## config.mk

```make
export PLATFORM = sky130hd
export DESIGN_NAME = pin_entry_ctrl
export DESIGN_NICKNAME = d
export VERILOG_FILES = /design/src/rtl/pin_entry_ctrl_pkg.sv /design/src/rtl/pin_entry_ctrl_inactivity_timer.sv /design/src/rtl/pin_entry_ctrl.sv
export SDC_FILE = /design/constraint.sdc
export NUM_CORES = 1
export LEC_CHECK = 0
export ABC_AREA = 1
export BUFFER_PORTS_ARGS = -buffer_cell sky130_fd_sc_hd__buf_4
export CORE_MARGIN = 8
export CORE_UTILIZATION = 45
export DETAILED_ROUTE_END_ITERATION = 12
export GPL_TIMING_DRIVEN = 1
export PLACE_DENSITY_LB_ADDON = 0.2
export SYNTH_ARGS = -nofsm -noshare
export SYNTH_HDL_FRONTEND = slang
export SYNTH_SLANG_ARGS = --single-unit
```

## constraint.sdc

```tcl
create_clock -name clk -period 2.39 [get_ports clk]
set_input_delay 0 -clock clk [delete_from_list [all_inputs] [get_ports clk]]
set_output_delay 0 -clock clk [all_outputs]
set_load 0.01 [all_outputs]
```

## src/rtl/pin_entry_ctrl_pkg.sv

```systemverilog
// Shared definitions for the ATM PIN entry front end: FSM states, keypad codes and PIN arithmetic.
package pin_entry_ctrl_pkg;

   typedef enum logic [2:0] {
      S_IDLE    = 3'd0,
      S_ENTRY   = 3'd1,
      S_WAIT    = 3'd2,
      S_GRANTED = 3'd3,
      S_LOCKED  = 3'd4
   } state_e;

   localparam logic [3:0] KEY_CLEAR  = 4'hA;
   localparam logic [3:0] KEY_ENTER  = 4'hB;
   localparam logic [3:0] KEY_CANCEL = 4'hC;

   localparam int unsigned PIN_DIGITS = 4;

   // pin*10 + d as shift-and-add; never overflows 16 bits for at most four digits
   function automatic logic [15:0] pin_shift_in(input logic [15:0] pin_val,
                                                input logic [3:0]  digit);
      return (pin_val << 3) + (pin_val << 1) + {12'd0, digit};
   endfunction

endpackage

```

## src/rtl/pin_entry_ctrl_inactivity_timer.sv

```systemverilog
// Keypad inactivity timer: counts while run is high, expire flags the last cycle of the window.
module inactivity_timer #(
   parameter int unsigned TIMEOUT_CYCLES = 1000,
   parameter int unsigned TMR_W          = 10
) (
   input  logic clk,
   input  logic rst_n,
   input  logic run,
   input  logic clear,
   output logic expire
);

   localparam logic [TMR_W-1:0] LAST = TMR_W'(TIMEOUT_CYCLES - 1);

   logic [TMR_W-1:0] count_q, count_d;

   assign expire = run && (count_q == LAST);

   always_comb begin
      count_d = count_q;
      if (clear) begin
         count_d = '0;
      end else if (run && !expire) begin
         count_d = count_q + 1'b1;
      end
   end

   always_ff @(posedge clk or negedge rst_n) begin
      if (!rst_n) begin
         count_q <= '0;
      end else begin
         count_q <= count_d;
      end
   end

endmodule

```

## src/rtl/pin_entry_ctrl.sv

```systemverilog
// ATM PIN entry controller: card capture, decimal PIN accumulation, authenticator handshake,
// failed-attempt counting with card retention.
module pin_entry_ctrl
   import pin_entry_ctrl_pkg::*;
#(
   parameter int unsigned MAX_ATTEMPTS   = 3,
   parameter int unsigned TIMEOUT_CYCLES = 1000,
   parameter int unsigned TMR_W          = 10
) (
   input  logic        clk,
   input  logic        rst_n,
   input  logic        card_in,
   input  logic [3:0]  card_acc_num,
   input  logic        key_valid,
   input  logic [3:0]  key_code,
   input  logic        auth_done,
   input  logic        auth_ok,
   input  logic        session_end,
   input  logic        admin_unlock,
   output logic        auth_req,
   output logic [3:0]  acc_num,
   output logic [15:0] pin,
   output logic [2:0]  digit_cnt,
   output logic [1:0]  fail_cnt,
   output logic        session_ok,
   output logic        locked,
   output logic        card_eject
);

   state_e      state_q, state_d;
   logic [3:0]  acc_q, acc_d;
   logic [15:0] pin_q, pin_d;
   logic [2:0]  dcnt_q, dcnt_d;
   logic [1:0]  fail_q, fail_d;
   logic        auth_req_q, auth_req_d;
   logic        session_ok_q, session_ok_d;
   logic        locked_q, locked_d;
   logic        eject_q, eject_d;

   logic in_entry;
   logic tmr_clear;
   logic tmr_expire;

   // Held at zero outside ENTRY, so every arrival in ENTRY starts a fresh window.
   assign in_entry  = (state_q == S_ENTRY);
   assign tmr_clear = !in_entry || key_valid;

   inactivity_timer #(
      .TIMEOUT_CYCLES(TIMEOUT_CYCLES),
      .TMR_W         (TMR_W)
   ) u_timer (
      .clk   (clk),
      .rst_n (rst_n),
      .run   (in_entry),
      .clear (tmr_clear),
      .expire(tmr_expire)
   );

   always_comb begin
      state_d = state_q;
      acc_d   = acc_q;
      pin_d   = pin_q;
      dcnt_d  = dcnt_q;
      fail_d  = fail_q;
      eject_d = 1'b0;

      unique case (state_q)
         S_IDLE: begin
            if (card_in) begin
               acc_d   = card_acc_num;
               pin_d   = '0;
               dcnt_d  = '0;
               fail_d  = '0;
               state_d = S_ENTRY;
            end
         end

         S_ENTRY: begin
            // A key arriving in the expiry cycle takes priority over the timeout.
            if (key_valid) begin
               if (key_code <= 4'd9) begin
                  if (dcnt_q < 3'(PIN_DIGITS)) begin
                     pin_d  = pin_shift_in(pin_q, key_code);
                     dcnt_d = dcnt_q + 3'd1;
                  end
               end else if (key_code == KEY_CLEAR) begin
                  pin_d  = '0;
                  dcnt_d = '0;
               end else if (key_code == KEY_ENTER) begin
                  if (dcnt_q == 3'(PIN_DIGITS)) begin
                     state_d = S_WAIT;
                  end
               end else if (key_code == KEY_CANCEL) begin
                  eject_d = 1'b1;
                  pin_d   = '0;
                  dcnt_d  = '0;
                  state_d = S_IDLE;
               end
            end else if (tmr_expire) begin
               eject_d = 1'b1;
               pin_d   = '0;
               dcnt_d  = '0;
               state_d = S_IDLE;
            end
         end

         S_WAIT: begin
            if (auth_done) begin
               if (auth_ok) begin
                  state_d = S_GRANTED;
               end else if ({1'b0, fail_q} + 3'd1 == 3'(MAX_ATTEMPTS)) begin
                  fail_d  = fail_q + 2'd1;
                  state_d = S_LOCKED;
               end else begin
                  fail_d  = fail_q + 2'd1;
                  pin_d   = '0;
                  dcnt_d  = '0;
                  state_d = S_ENTRY;
               end
            end
         end

         S_GRANTED: begin
            if (session_end) begin
               eject_d = 1'b1;
               pin_d   = '0;
               dcnt_d  = '0;
               state_d = S_IDLE;
            end
         end

         S_LOCKED: begin
            if (admin_unlock) begin
               fail_d  = '0;
               pin_d   = '0;
               dcnt_d  = '0;
               state_d = S_IDLE;
            end
         end

         default: begin
            state_d = S_IDLE;
         end
      endcase

      auth_req_d   = (state_d == S_WAIT);
      session_ok_d = (state_d == S_GRANTED);
      locked_d     = (state_d == S_LOCKED);
   end

   always_ff @(posedge clk or negedge rst_n) begin
      if (!rst_n) begin
         state_q      <= S_IDLE;
         acc_q        <= '0;
         pin_q        <= '0;
         dcnt_q       <= '0;
         fail_q       <= '0;
         auth_req_q   <= 1'b0;
         session_ok_q <= 1'b0;
         locked_q     <= 1'b0;
         eject_q      <= 1'b0;
      end else begin
         state_q      <= state_d;
         acc_q        <= acc_d;
         pin_q        <= pin_d;
         dcnt_q       <= dcnt_d;
         fail_q       <= fail_d;
         auth_req_q   <= auth_req_d;
         session_ok_q <= session_ok_d;
         locked_q     <= locked_d;
         eject_q      <= eject_d;
      end
   end

   assign auth_req   = auth_req_q;
   assign acc_num    = acc_q;
   assign pin        = pin_q;
   assign digit_cnt  = dcnt_q;
   assign fail_cnt   = fail_q;
   assign session_ok = session_ok_q;
   assign locked     = locked_q;
   assign card_eject = eject_q;

endmodule

```

==> results.py <==
metrics = {
    "outcome": {
        "status": "complete, no violations",
    },
    "timing": {
        "period_needed_ps": 2222,
        "fin_crit_sh": 0.9298,
        "hold_violations": 0,
        "tightest_slew_ps": 542.2,
        "setup_viol": 0,
        "slew_headroom": 0.6385,
        "fin_setup_tns_ps": 0,
        "report.final.slew_viol_count": 0,
        "skew_ps": 11.95,
        "timing.final.ws_setup_ps": 167.8,
        "rsz0062_at_grt": "no",
        "fmaxAchievable_ghz": 0.4500,
    },
    "placement": {
        "port_buffers": 44,
        "globalplace.congestion": 0.8875,
        "placed_area_um2": 3372,
        "dp_hpwl_um": 5330,
        "place_ws_ps": 64.53,
    },
    "die": {
        "dieArea_um2": 9460,
        "pin_count": 45,
        "core_area_um2": 6386,
        "fp.dieW_um": 97.26,
        "rows": 29,
        "fp.dieH_um": 97.26,
        "start_util": 0.4653,
    },
    "synthesis": {
        "synth-seq-area-share": 0.3537,
        "synthFlopType": "dfrtp_1",
        "synth_area_um2": 2972,
        "yosys.area_share.simple": 0.2901,
        "synth_edf_count": 0,
        "syn_nets": 428,
        "ys_ff_latch": 42,
        "ys_types": 33,
        "synth_compound_area_frac": 0.09768,
        "synth_top_area_cell": "dfrtp_1",
        "synthXorXnorAreaFrac": 0.03242,
        "yosys-top-cells-count": "nand2_1, inv_1, dfrtp_1",
        "synthCells": 380,
        "synth-async-reset-ratio": 1.000,
        "synth_top_area_share": 0.3537,
        "avgSynthCellArea_um2": 7.820,
        "yosys-top-cells-area": "dfrtp_1, ha_1, nand2_1",
        "synth.most_common_cell": "nand2_1",
        "muxShareOfSynthArea": 0.003368,
        "yosysWarnings": 0,
        "synthAdderAreaFrac": 0.1398,
        "synth_top_family_by_area": "simple AND/OR/NAND/NOR gates",
    },
    "grt": {
        "grtUsageMet1": 0.1897,
        "overflow": 0,
        "grt_pass1_vias": 2636,
        "antenna_found_initial": 0,
        "use_met2": 0.2432,
        "grt_pass1_wl_um": 11970,
        "use_met3": 0.03343,
        "busiest_layer": "met2",
        "grt_max_degree": 43,
        "grt_usage": 0.1491,
    },
    "final_layout": {
        "area_growth_pct": 20.04,
        "fillers": 630,
        "final_util": 0.5586,
        "final_layout_size_suffix_gt1_frac": 0.2000,
        "nets": 488,
        "fin_area_um2": 3567,
        "antennaDiodeCount": 0,
    },
    "power": {
        "total_power_mw": 1.972,
        "p_clk_frac": 0.228,
        "vdd_drop_max_mv": 0.3932,
        "power.density_nw_per_um2": 552.7,
        "p_switching_uw": 713.3,
        "power_frac_comb": 0.338,
        "internal_power_mw": 1.258,
        "swShare": 0.3618,
        "p_seq_frac": 0.434,
        "leakage_nw": 1.959,
    },
    "worst_setup_path": {
        "crit_fanout": 4,
        "r2r_start": "pin[0]",
        "reg2reg_depth": 9,
        "arrival_ps": 2420,
        "worstSetupStartpointType": "flip-flop",
        "cp-startpoint": "pin[0]",
        "end_kind": "flip-flop",
        "crit_end": "pin[10]",
        "r2r-end": "pin[10]",
        "crit_required_ps": 2590,
        "reg2reg_slack_ps": 170,
        "crit_type": "reg -> reg",
    },
    "worst_hold_path": {
        "hold_class": "in -> reg",
    },
    "cts": {
        "cts_root_buffer": "clkbuf_8",
        "cts_buffers": 5,
        "cts_htree_levels": 2,
        "clk_path_buf_depth": 2,
        "cts_sinks": 42,
        "cts_tree": "done",
        "clk_latency_ps": 300,
        "clkTransAtPathRegs_ps": 90,
    },
    "routing": {
        "viasPerCell": 5.015,
        "dr.pass1.iters": 4,
        "num_vias": 2593,
        "routedWlPerCell_um": 13.39,
        "drt_wl_total_um": 6923,
        "drt_iter0_drc": 71,
        "route.detailed.drc": 0,
        "ant_nets": 0,
    },
    "flow_run": {
        "drv_cap": 0,
    },
}
-- registers in the layout (all words and copies together), names as in the netlist --
signal           cells
locked               1
acc_num              4
pin                 16
session_ok           1
card_eject           1
fail_cnt             2
state_q              3
u_timer.count_q     10
auth_req             1
digit_cnt            3
-- cell type report --
| type | count | area [um^2] | area share |
|---|---|---|---|
| tap | 77 | 96.34 | 0.02701 |
| timing repair buffer | 56 | 442.9 | 0.1242 |
| multi-input combinational | 279 | 1685 | 0.4725 |
| inverter | 56 | 212.7 | 0.05963 |
| clock buffer | 5 | 68.82 | 0.01929 |
| sequential | 42 | 1051 | 0.2946 |
| clock inverter | 2 | 10.01 | 0.002806 |
-- metrics by stage --
| step | hold WS (ps) | instances |
|---|---|---|
| 5_1_grt | 57.12 | 517 |
| 4_1_cts | 25.74 | 515 |
| 6_report | 27.55 | 517 |
| 2_1_floorplan | -295.6 | 380 |
| 3_3_place_gp | 31.24 | 499 |
| 3_5_place_dp | 34.45 | 499 |
-- logic make-up (layout without fill, tap and decap cells) --
kind of cell | after synthesis | after routing
simple gates | 188 | 188
buf+inv | 59 | 119
compound gates | 47 | 47
flops | 42 | 42
fa+ha+maj | 32 | 32
xor+xnor | 11 | 11
mux | 1 | 1
-- worst max-delay path, stage by stage, from the launching register on --
cell and delay (ps):
dfrtp_1 380, inv_1 80, fa_1 510, inv_1 70, fa_2 390, nand3_1 110
nand3_2 130, a21oi_1 180, xor2_1 200, o21ai_2 80
-- cell usage in the layout (no fill, tap or decap), drive strengths merged --
| cell | count |
|---|---|
| clkinv | 2 |
| clkbuf | 5 |
| o221ai | 1 |
| o22ai | 1 |
| a21oi | 14 |
| and2 | 2 |
| a211oi | 1 |
| dlygate4sd3 | 9 |
| nand3b | 1 |
| o21a | 1 |
| o211ai | 1 |
| inv | 56 |
| nand2 | 105 |
| ha | 30 |
| buf | 47 |
| nor2 | 34 |
| fa | 2 |
| o21bai | 2 |
| o21ai | 26 |
| xor2 | 5 |
| nor4 | 1 |
| nor3b | 1 |
| nor3 | 5 |
| mux2i | 1 |
| dfrtp | 42 |
| xnor2 | 6 |
| nand3 | 31 |
| nand4 | 8 |
-- layer usage --
metal	routed length, um	up-vias
met2	3196	43
met1	3351	1192
met5	0	-
met3	277	9
met4	98	0
li1	-	1349
-- timing repair --
action,in CTS,in global routing
hold buffers,9,0
hold endpoints to repair,53,0
resized for setup,0,3
endpoints found under the setup margin,0,3
setup buffers,0,2
-- power groups by stage --
stage | logic [mW] | registers (mW) | clock network [mW]
after CTS | 0.673 | 0.857 | 0.468
after global placement | 0.643 | 0.869 | 0
after detailed placement | 0.655 | 0.871 | 0
final | 0.667 | 0.856 | 0.449
after global routing | 0.758 | 0.870 | 0.489
after floorplan | 0.400 | 0.889 | 0
-- worst min-delay path by stage --
stage	startpoint	end	slack (ps)	cells past startpoint
2_1_floorplan	rst_n	acc_num[0]	-300	0
3_3_place_gp	rst_n	u_timer.count_q[3]	30	1
3_5_place_dp	rst_n	u_timer.count_q[3]	30	1
4_1_cts	session_end	card_eject	30	3
5_1_grt	session_end	card_eject	60	3
6_report	session_end	card_eject	30	3
No activity file was read; power rests on OpenSTA's default activity.
